--- src/rtl/lane_queue_array.sv ---
// lane_queue_array
// Array of independent per-lane car queues. Each lane counts cars that
// arrive (rising edge of arrive_in) and cars that cross (rising edge of
// cross_in while the lane light permits it). Arrivals into a full lane
// are dropped and flagged in a sticky overflow bit. Aggregate views
// (empty, full, total, busiest lane) are derived from the registered
// counts.
module lane_queue_array #(
  parameter int NUM_LANES   = 4,
  parameter int MAX_CARS    = 10,
  parameter int YELLOW_PASS = 0,
  localparam int CNT_W = $clog2(MAX_CARS + 1),
  localparam int TOT_W = $clog2(NUM_LANES * MAX_CARS + 1),
  localparam int IDX_W = (NUM_LANES > 1) ? $clog2(NUM_LANES) : 1
) (
  input  logic                       clk,
  input  logic                       rst,
  input  logic [NUM_LANES-1:0]       arrive_in,
  input  logic [NUM_LANES-1:0]       cross_in,
  input  logic [2*NUM_LANES-1:0]     light,
  input  logic [NUM_LANES-1:0]       ovf_clr,
  output logic [CNT_W*NUM_LANES-1:0] count,
  output logic [NUM_LANES-1:0]       empty,
  output logic [NUM_LANES-1:0]       full,
  output logic [NUM_LANES-1:0]       ovf,
  output logic [TOT_W-1:0]           total,
  output logic [IDX_W-1:0]           busiest
);

  // Light encodings; 2'b11 is deliberately absent so it behaves as RED.
  localparam logic [1:0] LIGHT_YELLOW = 2'b01;
  localparam logic [1:0] LIGHT_GREEN  = 2'b10;

  localparam logic [CNT_W-1:0] CNT_MAX  = CNT_W'(MAX_CARS);
  localparam logic [CNT_W-1:0] CNT_ZERO = {CNT_W{1'b0}};
  localparam logic [CNT_W-1:0] CNT_ONE  = CNT_W'(1);

  // Edge-detect history and per-lane state.
  logic [NUM_LANES-1:0] arrive_prev_q;
  logic [NUM_LANES-1:0] cross_prev_q;
  logic [CNT_W-1:0]     count_q [NUM_LANES];
  logic [CNT_W-1:0]     count_d [NUM_LANES];
  logic [NUM_LANES-1:0] ovf_q;
  logic [NUM_LANES-1:0] ovf_d;

  // Per-lane event decode.
  logic [NUM_LANES-1:0] arrive_rise_s;
  logic [NUM_LANES-1:0] cross_rise_s;
  logic [NUM_LANES-1:0] pass_s;
  logic [NUM_LANES-1:0] depart_s;
  logic [NUM_LANES-1:0] accept_s;
  logic [NUM_LANES-1:0] drop_s;

  // Aggregate helpers.
  logic [CNT_W-1:0]     max_cnt_s;

  // Rising-edge detection against the previous-cycle input levels.
  always_comb begin
    arrive_rise_s = arrive_in & ~arrive_prev_q;
    cross_rise_s  = cross_in  & ~cross_prev_q;
  end

  // Per-lane arrival/departure decision and next count / overflow state.
  always_comb begin
    pass_s   = {NUM_LANES{1'b0}};
    depart_s = {NUM_LANES{1'b0}};
    accept_s = {NUM_LANES{1'b0}};
    drop_s   = {NUM_LANES{1'b0}};
    count_d  = count_q;
    ovf_d    = ovf_q;
    for (int i = 0; i < NUM_LANES; i++) begin
      pass_s[i] = (light[2*i +: 2] == LIGHT_GREEN) ||
                  ((YELLOW_PASS != 0) && (light[2*i +: 2] == LIGHT_YELLOW));
      // A crossing only counts when a car is actually waiting.
      depart_s[i] = cross_rise_s[i] && (count_q[i] != CNT_ZERO) && pass_s[i];
      // A full lane can still take a car if one leaves on the same edge.
      accept_s[i] = arrive_rise_s[i] && ((count_q[i] < CNT_MAX) || depart_s[i]);
      drop_s[i]   = arrive_rise_s[i] && !accept_s[i];

      case ({accept_s[i], depart_s[i]})
        2'b10:   count_d[i] = count_q[i] + CNT_ONE;
        2'b01:   count_d[i] = count_q[i] - CNT_ONE;
        default: count_d[i] = count_q[i];
      endcase

      // Setting the sticky flag takes priority over clearing it.
      if (drop_s[i]) begin
        ovf_d[i] = 1'b1;
      end else if (ovf_clr[i]) begin
        ovf_d[i] = 1'b0;
      end else begin
        ovf_d[i] = ovf_q[i];
      end
    end
  end

  // State registers; reset primes the edge history with the live inputs so
  // levels held across reset release do not look like new events.
  always_ff @(posedge clk) begin
    arrive_prev_q <= arrive_in;
    cross_prev_q  <= cross_in;
    if (rst) begin
      for (int i = 0; i < NUM_LANES; i++) begin
        count_q[i] <= CNT_ZERO;
      end
      ovf_q <= {NUM_LANES{1'b0}};
    end else begin
      count_q <= count_d;
      ovf_q   <= ovf_d;
    end
  end

  // Flatten counts and derive per-lane status flags.
  always_comb begin
    count = {(CNT_W*NUM_LANES){1'b0}};
    empty = {NUM_LANES{1'b0}};
    full  = {NUM_LANES{1'b0}};
    for (int i = 0; i < NUM_LANES; i++) begin
      count[CNT_W*i +: CNT_W] = count_q[i];
      empty[i] = (count_q[i] == CNT_ZERO);
      full[i]  = (count_q[i] == CNT_MAX);
    end
  end

  // Sum of all lanes and lowest-index lane holding the largest count.
  always_comb begin
    total     = {TOT_W{1'b0}};
    busiest   = {IDX_W{1'b0}};
    max_cnt_s = count_q[0];
    for (int i = 0; i < NUM_LANES; i++) begin
      total = total + TOT_W'(count_q[i]);
      // Strict compare keeps the lowest index on ties.
      if (count_q[i] > max_cnt_s) begin
        max_cnt_s = count_q[i];
        busiest   = IDX_W'(i);
      end else begin
        max_cnt_s = max_cnt_s;
      end
    end
  end

  assign ovf = ovf_q;

endmodule

--- config.mk ---
export PLATFORM = sky130hd
export DESIGN_NAME = lane_queue_array
export DESIGN_NICKNAME = d
export VERILOG_FILES = /design/src/rtl/lane_queue_array.sv
export SDC_FILE = /design/constraint.sdc
export NUM_CORES = 1
export LEC_CHECK = 0
export ABC_AREA = 1
export CELL_PAD_IN_SITES_DETAIL_PLACEMENT = 1
export CELL_PAD_IN_SITES_GLOBAL_PLACEMENT = 2
export CORE_MARGIN = 2
export CORE_UTILIZATION = 24
export CTS_CLUSTER_DIAMETER = 100
export DETAILED_ROUTE_END_ITERATION = 12
export GPL_ROUTABILITY_DRIVEN = 0
export PLACE_DENSITY = 0.74
export SLEW_MARGIN = 0
export SYNTH_ARGS = -nofsm -noshare
export SYNTH_HDL_FRONTEND = slang
export SYNTH_SLANG_ARGS = --single-unit
--- constraint.sdc ---
create_clock -name clk -period 3.2 [get_ports clk]
set_input_delay 0.32 -clock clk [delete_from_list [all_inputs] [get_ports clk]]
set_output_delay 0.32 -clock clk [all_outputs]
set_load 0.05 [all_outputs]
# Word level (Yosys, flattened, before mapping)
# Cells that the tools add are included.
[word_totals]
ff_bits = 28
latchBits = 0
ram_bits = 0
rom_bits = 0
inputBits = 22
out_inout_bits = 36
wordCells = 105
n_memories = 0
[op_classes]
add_sub_neg = 11
mul = 0
div_mod_pow = 0
n_lt_le_gt_ge = 7
eq_ne = 16
shift = 0
muxes = 17
n_bitwise = 4
reduce_logical = 40
[ops]
columns = ["cell", "n"]
rows = [
  ["one-hot mux 4 bit (2 select lines)", 4],
  ["adder 4 x 1 -> 4 bit (second input constant)", 4],
  ["equality test 2 bit (second input constant)", 8],
  ["equality test 4 bit (second input constant)", 4],
  ["logical AND 1 bit", 16],
  ["logical NOT 4 bit", 4],
  ["< comparator 4 bit (second input constant)", 4],
  ["nonzero test 2 bit", 8],
  ["nonzero test 4 bit", 4],
  ["subtractor 4 x 1 -> 4 bit (second input constant)", 4],
  ["greater-than comparator 4 bit", 3],
  ["two-way mux 1 bit", 9],
  ["bitwise AND 4 bit", 2],
  ["equality test 2 x 1 -> 1 bit (second input constant)", 4],
  ["two-way mux 4 bit", 2],
  ["inverter 4 bit", 2],
  ["adder 5 x 4 -> 6 bit", 1],
  ["adder 6 x 4 -> 6 bit", 1],
  ["adder 4 x 4 -> 5 bit", 1],
  ["logical NOT 1 bit", 4],
  ["logical OR 1 bit", 4],
  ["two-way mux 2 bit", 2],
]

# Logic depth before layout (Yosys ltp)
# Gate-level depths: netlist (run 1).
[depth]
ltp_word = 9
mapped_depth = 23
ltp_nobuf = 23

# Worst setup path before layout (run 1)
# Ideal clock, no wire load.
[synth_timing]
kind = "reg2out"
startpoint = "register count_q (netlist bit count[1])"
endpoint = "output port busiest[0]"
arrival_ps = 3718
required_ps = 2880
slack_ps = -838
stages_incl_launch_ff = 22
path_buffers = 0
path_cell_list = "dfxtp_1 -> inv_1 -> ha_1 -> inv_1 -> o21bai_1 -> nand2_1 -> nand2_1 -> nand2_2 -> nand2_1 -> o21ai_2 -> ha_1 -> a21oi_1 -> o21ai_1 -> nand2_1 -> inv_1 -> nand2_1 -> nand2_1 -> ha_1 -> a21oi_1 -> o21ai_0 -> o21ai_0 -> o21ai_0"
[synth_between]
elab_chain_cells = 6
elab_cells_between_ends = 8
cone_classes = "order compare (3); mux (5)"
[synth_lines]
columns = ["element", "line_no", "text"]
rows = [
  ["start: declaration", "41", "logic [CNT_W-1:0] count_q [NUM_LANES];"],
  ["start signal: assignment", "108", "count_q <= count_d;"],
  ["greater-than comparator 4 bit", "133", "if (count_q[i] > max_cnt_s) begin"],
  ["two-way mux 4 bit", "133", ""],
  ["greater-than comparator 4 bit", "133", ""],
  ["two-way mux 4 bit", "133", ""],
  ["greater-than comparator 4 bit", "133", ""],
  ["two-way mux 2 bit (*)", "133", ""],
  ["end: declaration", "27", "output logic [IDX_W-1:0] busiest"],
]
# Every way passes the cells marked *; elsewhere a longest branch is shown, timed or not.

# Final worst setup path (run 1)
[layout_timing]
startpoint = "register count_q (netlist bit count[3])"
endpoint = "output port busiest[0]"
# Same word-level chain as after synthesis.

==> run metrics, run 1 <==
outcome=finished, violations left; failing checks=setup timing; max-cap viol count=0; htree depth=1; worst-case reg-to-reg path depth=13; Post-synth top cells=nand2_1, inv_1, nor2_1, dfxtp_1, ha_1; CP max-delay cell=dfxtp_4; GR Util met1=17.4%; via count=2,280; FF-to-FF End=count[15]; Crit Path Class=reg2out; Yosys top cell by area=dfxtp_1; CTS max path bufs=2; Die X-Extent=102 um; worst path cell trace=inv_2, ha_1, nand2_1, inv_1, nand2_1, nand2_2, nand2_4, nand2_2, o21ai_4, ha_4, a21oi_2, o21ai_2, nand2_2, inv_2, nand2_1, nand2_2, ha_4, nand2_2, o21ai_4, o21ai_4, buf_12; unrepaired setup endpoints after global routing=true; Inserted Clock Buffers=3; initial antenna violation count=0; fin worst setup slack=-324 ps; Detail Route Antenna Nets=0; count of final hold-check violations=0; Setup TNS=-631 ps; met3 usage=1.44%; Hold EP=ovf[2]; Hold Path Class=reg2reg; GRT busiest layer=met2; crit share post-route=110%; Mapped Nets=386; cell count of the worst hold path=2; unique cell type count in the Yosys netlist=26; predominant post-synthesis flop cell=dfxtp_1; global-route wire length before repair=11.2 mm; GRT Util Overall=13.6%; number of fill cells in the layout=1,132; crit path launch type=flip-flop; # rows=35; slack of the worst reg-to-reg path=1130 ps; sequential share of the synthesized area=24.3%; PwrDens=546 nW/um^2; top-area cell type share of the netlist area=24.3%; vias in the first global route=2,346; final design utilization=38.5%; core box area=9280 um^2; hold slack=468 ps; GR Layer Usage met2=24.5%; clock root buffer=clkbuf_8; CP dominant cell by count=nand2_2; Starting Density=24.9%; pin count of the biggest net entering global routing=16; asr flop ratio synth=0%; crit end category=output port; peak supply drop=0.392 mV; Mapped Cells=327; RR Startpoint=count[13]; Final #Nets=467; Top-Level Pins=58; critical path's largest stage delay=360 ps; n_diodes=0; Arr. time, crit path=3200 ps; critical path peak fanout=7; critical hold path startpoint=ovf[2]; Syn Std Cell Area=2310 um^2; cell with the most instances after synthesis=nand2_1; CTS tree=yes; wirelength, routed=6.85 mm; Starting DRT DRC Count=49; Worst Path Buf+Inv=4; DR vias/cell=4.25; Avg WL per Cell=12.8 um; Seq cells post-synth=28; maximum clock frequency=0.284 GHz; Syn-to-layout area delta=55.0%; DP HPWL=5.37 mm; # port buffers=57; share of post-route cells with drive strength above 1=26.8%; worst-margin pin slew=516 ps; Avg Cell Area, Syn=7.06 um^2; clock latency on the worst-skew pair=280 ps; gr ovfl total=0; min Tclk post-route=3520 ps; die area=10,400 um^2; Worst EP required=2880 ps; clk_skew=6.33 ps; EDFF count, synth=0; drt drc=0; slew margin rel.=65.5%; Pins Over Slew Limit=0; post-place setup slack=-169 ps; cts hold-fix bufs=0; Die H=102 um; DRT Pass-1 Iters=4; CTS sink count=28; critical path's top delay family=adder cells; clock-pin slew on the worst setup and hold paths=110 ps; yosys warns=0; crit path launch=count[3]; Area contributors post-synth=dfxtp_1, ha_1, nand2_1; Final setup violation count=2; leakage=1.67 nW
metrics by stage:
step	std cells	total power, mW	instance area (um^2)
after floorplan	327	1.07	2410
after global placement	527	1.46	3300
after detailed placement	527	1.48	3300
after CTS	535	1.92	3540
after global routing	536	2.08	3580
final	536	1.95	3580
tightest hold or removal path: stages (launching register included):
cell and delay [ps]:
dfxtp_1 320, nand2_1 60, a21oi_1 50
logic make-up (layout without fill, tap and decap cells):
kind of cell               count (synthesis)  after routing  share of synthesized area, %
and+or+nand+nor                          156            157                          30.0
buffers and inverters                     61            140                          9.97
AOI/OAI and AO/OA                         39             39                          9.54
adders and majority gates                 37             37                          24.0
DFF                                       28             28                          24.3
xor gates and xnor gates                   6              6                          2.28
area by class of cell:
class | count | area [um^2] | area share, %
Multi-Input combinational cell | 239 | 1770 | 49.5
Tap cell | 129 | 161 | 4.51
Inverter | 60 | 228 | 6.37
Clock buffer | 4 | 55.1 | 1.54
Timing Repair Buffer | 76 | 774 | 21.7
Sequential cell | 28 | 588 | 16.4
cell usage in the layout, fill, tap and decap left out, types with 10 or more instances in the layout:
cell type,count
nand2_1,68
a21oi_1,13
inv_2,10
buf_4,19
inv_1,49
ha_1,17
dfxtp_1,18
clkdlybuf4s50_1,50
nor2_1,43
fa_1,11
nand2_2,16
worst max path at each step:
stage	to	slack (ps)	depth (start not counted)
5_1_grt	busiest[0]	-530	21
3_3_place_gp	busiest[0]	10	20
6_report	busiest[0]	-320	21
2_1_floorplan	busiest[0]	-50	21
3_5_place_dp	busiest[0]	-170	22
4_1_cts	busiest[0]	-300	20
sequential cells by signal, indices dropped and copies added (netlist names):
| name | flops |
|---|---|
| cross_prev_q | 4 |
| arrive_prev_q | 4 |
| ovf | 4 |
| count | 16 |
where the power goes:
group	internal (mW)	switching [mW]	leakage, nW	total (mW)
registers	0.365	0.0190	0.237	0.384
logic	0.577	0.756	1.40	1.33
clock network	0.111	0.124	0.0288	0.234
metal layers:
metal  wire length, um  vias up
li1                  -     1180
met1              3120     1058
met2              3460       36
met3               180        6
met4                89        0
met5                 0        -
what timing repair did:
action / in CTS / in global routing
gates resized for setup: 25 / 8
setup endpoints to repair: 4 / 6
cloned: 1 / 0
buffers inserted: 3 / 1
pin swaps: 13 / 12
(Power assumes the default switching activity.)
==> inputs of run 2 (changes only) <==
--- a/config.mk
+++ b/config.mk
@@ -13,6 +13,7 @@
 export CTS_CLUSTER_DIAMETER = 100
 export DETAILED_ROUTE_END_ITERATION = 12
 export GPL_ROUTABILITY_DRIVEN = 0
+export GPL_TIMING_DRIVEN = 0
 export PLACE_DENSITY = 0.74
 export SLEW_MARGIN = 0
 export SYNTH_ARGS = -nofsm -noshare
==> run 2 against run 1 <==
  * The flow still finishes with violations (setup timing)
  * Global-route usage increased by 0.95 points
  * Worst hold slack improved by 5.2 ps
  * Sequential share of layout area decreased by 0.53 points
  * First-iteration DRC count decreased by 4.1%
  * Setup slack got worse by 96 ps
  * Critical path type unchanged
  * Critical endpoint unchanged
  * Highest routed layer unchanged
==> run metrics, run 2 (same netlist as run 1, synthesis figures left out) <==
outcome=finished, violations left (unchanged); failing checks=setup timing (unchanged); die area=10,400 um^2 (unchanged); crit path launch type=flip-flop (unchanged); DP HPWL=5.09 mm (was 5.37 mm); Die H=102 um (unchanged); Starting Density=24.9% (unchanged); CTS tree=yes (unchanged); Arr. time, crit path=3300 ps (was 3200 ps); FF-to-FF End=count[7] (was count[15]); cts hold-fix bufs=0 (unchanged); Power, Total=2.09 mW (was 1.95 mW); slew margin rel.=66.4% (was 65.5%); max reg flops=16 (unchanged); Top-Level Pins=58 (unchanged); wirelength, routed=7.26 mm (was 6.85 mm); Reg area=591 um^2 (was 588 um^2); leakage=1.72 nW (was 1.67 nW); vias in the first global route=2,475 (was 2,346); max-cap viol count=0 (unchanged); crit end category=output port (unchanged); n_diodes=0 (unchanged); # port buffers=57 (unchanged); Hold Path Class=reg2reg (unchanged); slack of the worst reg-to-reg path=1060 ps (was 1130 ps); worst-case reg-to-reg path depth=13 (unchanged); Crit Path Class=reg2out (unchanged); Inserted Clock Buffers=3 (unchanged); Final #Nets=476 (was 467); via count=2,345 (was 2,280); unrepaired setup endpoints after global routing=true (unchanged); PwrDens=564 nW/um^2 (was 546 nW/um^2); min Tclk post-route=3620 ps (was 3520 ps); DR vias/cell=4.30 (was 4.25); drt drc=0 (unchanged); Starting DRT DRC Count=47 (was 49); htree depth=1 (unchanged); # rows=35 (unchanged); Final setup violation count=5 (was 2); GRT Util Overall=14.6% (was 13.6%); Pins Over Slew Limit=0 (unchanged); core box area=9280 um^2 (unchanged); final design utilization=40.0% (was 38.5%); critical path peak fanout=6 (was 7); cell count of the worst hold path=2 (unchanged); clock-pin slew on the worst setup and hold paths=110 ps (about the same); worst-margin pin slew=502 ps (was 516 ps); CTS sink count=28 (unchanged); clk_skew=2.75 ps (was 6.33 ps); critical hold path startpoint=ovf[3] (was ovf[2]); pin count of the biggest net entering global routing=17 (was 16); initial antenna violation count=0 (unchanged); post-place setup slack=-952 ps (was -169 ps); share of post-route cells with drive strength above 1=30.5% (was 26.8%); fin worst setup slack=-420 ps (was -324 ps); maximum clock frequency=0.276 GHz (was 0.284 GHz); Detail Route Antenna Nets=0 (unchanged); crit share post-route=113% (was 110%); number of fill cells in the layout=1,124 (was 1,132); clock latency on the worst-skew pair=280 ps (about the same); count of final hold-check violations=0 (unchanged); global-route wire length before repair=12.0 mm (was 11.2 mm); peak supply drop=0.314 mV (was 0.392 mV); Worst EP required=2880 ps (about the same); most common cell after layout, fill and taps aside=nand2_1 (unchanged); Avg WL per Cell=13.3 um (was 12.8 um); Hold EP=ovf[3] (was ovf[2]); gr ovfl total=0 (unchanged); Multi-input gate area=1830 um^2 (was 1770 um^2); DRT Pass-1 Iters=4 (unchanged); most frequent cells in the layout=nand2_1, clkdlybuf4s50_1, inv_1, nor2_1, buf_4 (unchanged); RR Startpoint=count[5] (was count[13]); CTS max path bufs=2 (unchanged); Syn-to-layout area delta=60.8% (was 55.0%); clock root buffer=clkbuf_8 (unchanged); Die X-Extent=102 um (unchanged)
[run 2: timing repair]
| action | 4_1_cts | 5_1_grt |
|---|---|---|
| cloned | 1 | 0 |
| resized for setup | 75 | 27 |
| setup endpoints to repair | 6 | 6 |
| setup buffers | 26 | 2 |
| pin swaps | 19 | 26 |
[run 2: through the flow]
stage	cells	hold WS [ps]	cell area, um^2	TNS [ps]
floorplan	327	348	2410	-86.8
global placement	513	454	3140	-2270
detailed placement	513	459	3140	-2510
CTS	544	476	3570	-800
global route	545	477	3710	-1640
finish	545	473	3710	-945
[run 2: cell type report]
cell class                      instances  area share (%)
Multi-Input combinational cell        239            49.3
Tap cell                              129            4.35
Timing Repair Buffer                   84            22.0
Clock inverter                          1           0.809
Clock buffer                            3            1.11
Inverter                               60            6.37
Sequential cell                        28            15.9
Buffer                                  1           0.135
[run 2: worst max-delay path by stage]
stage	slack, ps	from	endpoint	depth (start not counted)
2_1_floorplan	-50	count[1]	busiest[0]	21
6_report	-420	count[3]	busiest[0]	20
5_1_grt	-620	count[1]	busiest[0]	22
3_5_place_dp	-950	count[1]	busiest[0]	22
3_3_place_gp	-870	count[1]	busiest[0]	22
4_1_cts	-390	count[1]	busiest[0]	22
[run 2: critical path, cell delays in order (launching register included)]
cell and delay (ps):
dfxtp_4 360, inv_2 50, ha_1 310, a21oi_1 180
nand2_2 110, nand2_4 170, nand2_4 70, o21ai_4 80
ha_4 240, a21oi_2 150, o21ai_2 80, nand2_4 130
inv_4 60, nand2_1 100, nand2_4 60, ha_4 290
a21oi_4 60, o21ai_4 160, o21ai_4 90, o21ai_4 70
buf_8 160
[run 2: where the power goes]
part	internal, mW	leakage (nW)	switching [mW]
Sequential	0.365	0.237	0.0270
Combinational	0.597	1.45	0.803
Clock	0.168	0.0357	0.131
Total	1.13	1.72	0.961
[run 2: per-layer routing]
layer	up-vias	GRT usage (%)	share of wire [%]
met5	-	0	0
met4	0	3.79	1.3
met3	8	1.85	3.3
met2	42	26.5	50
met1	1099	18.2	45
li1	1196	-	-
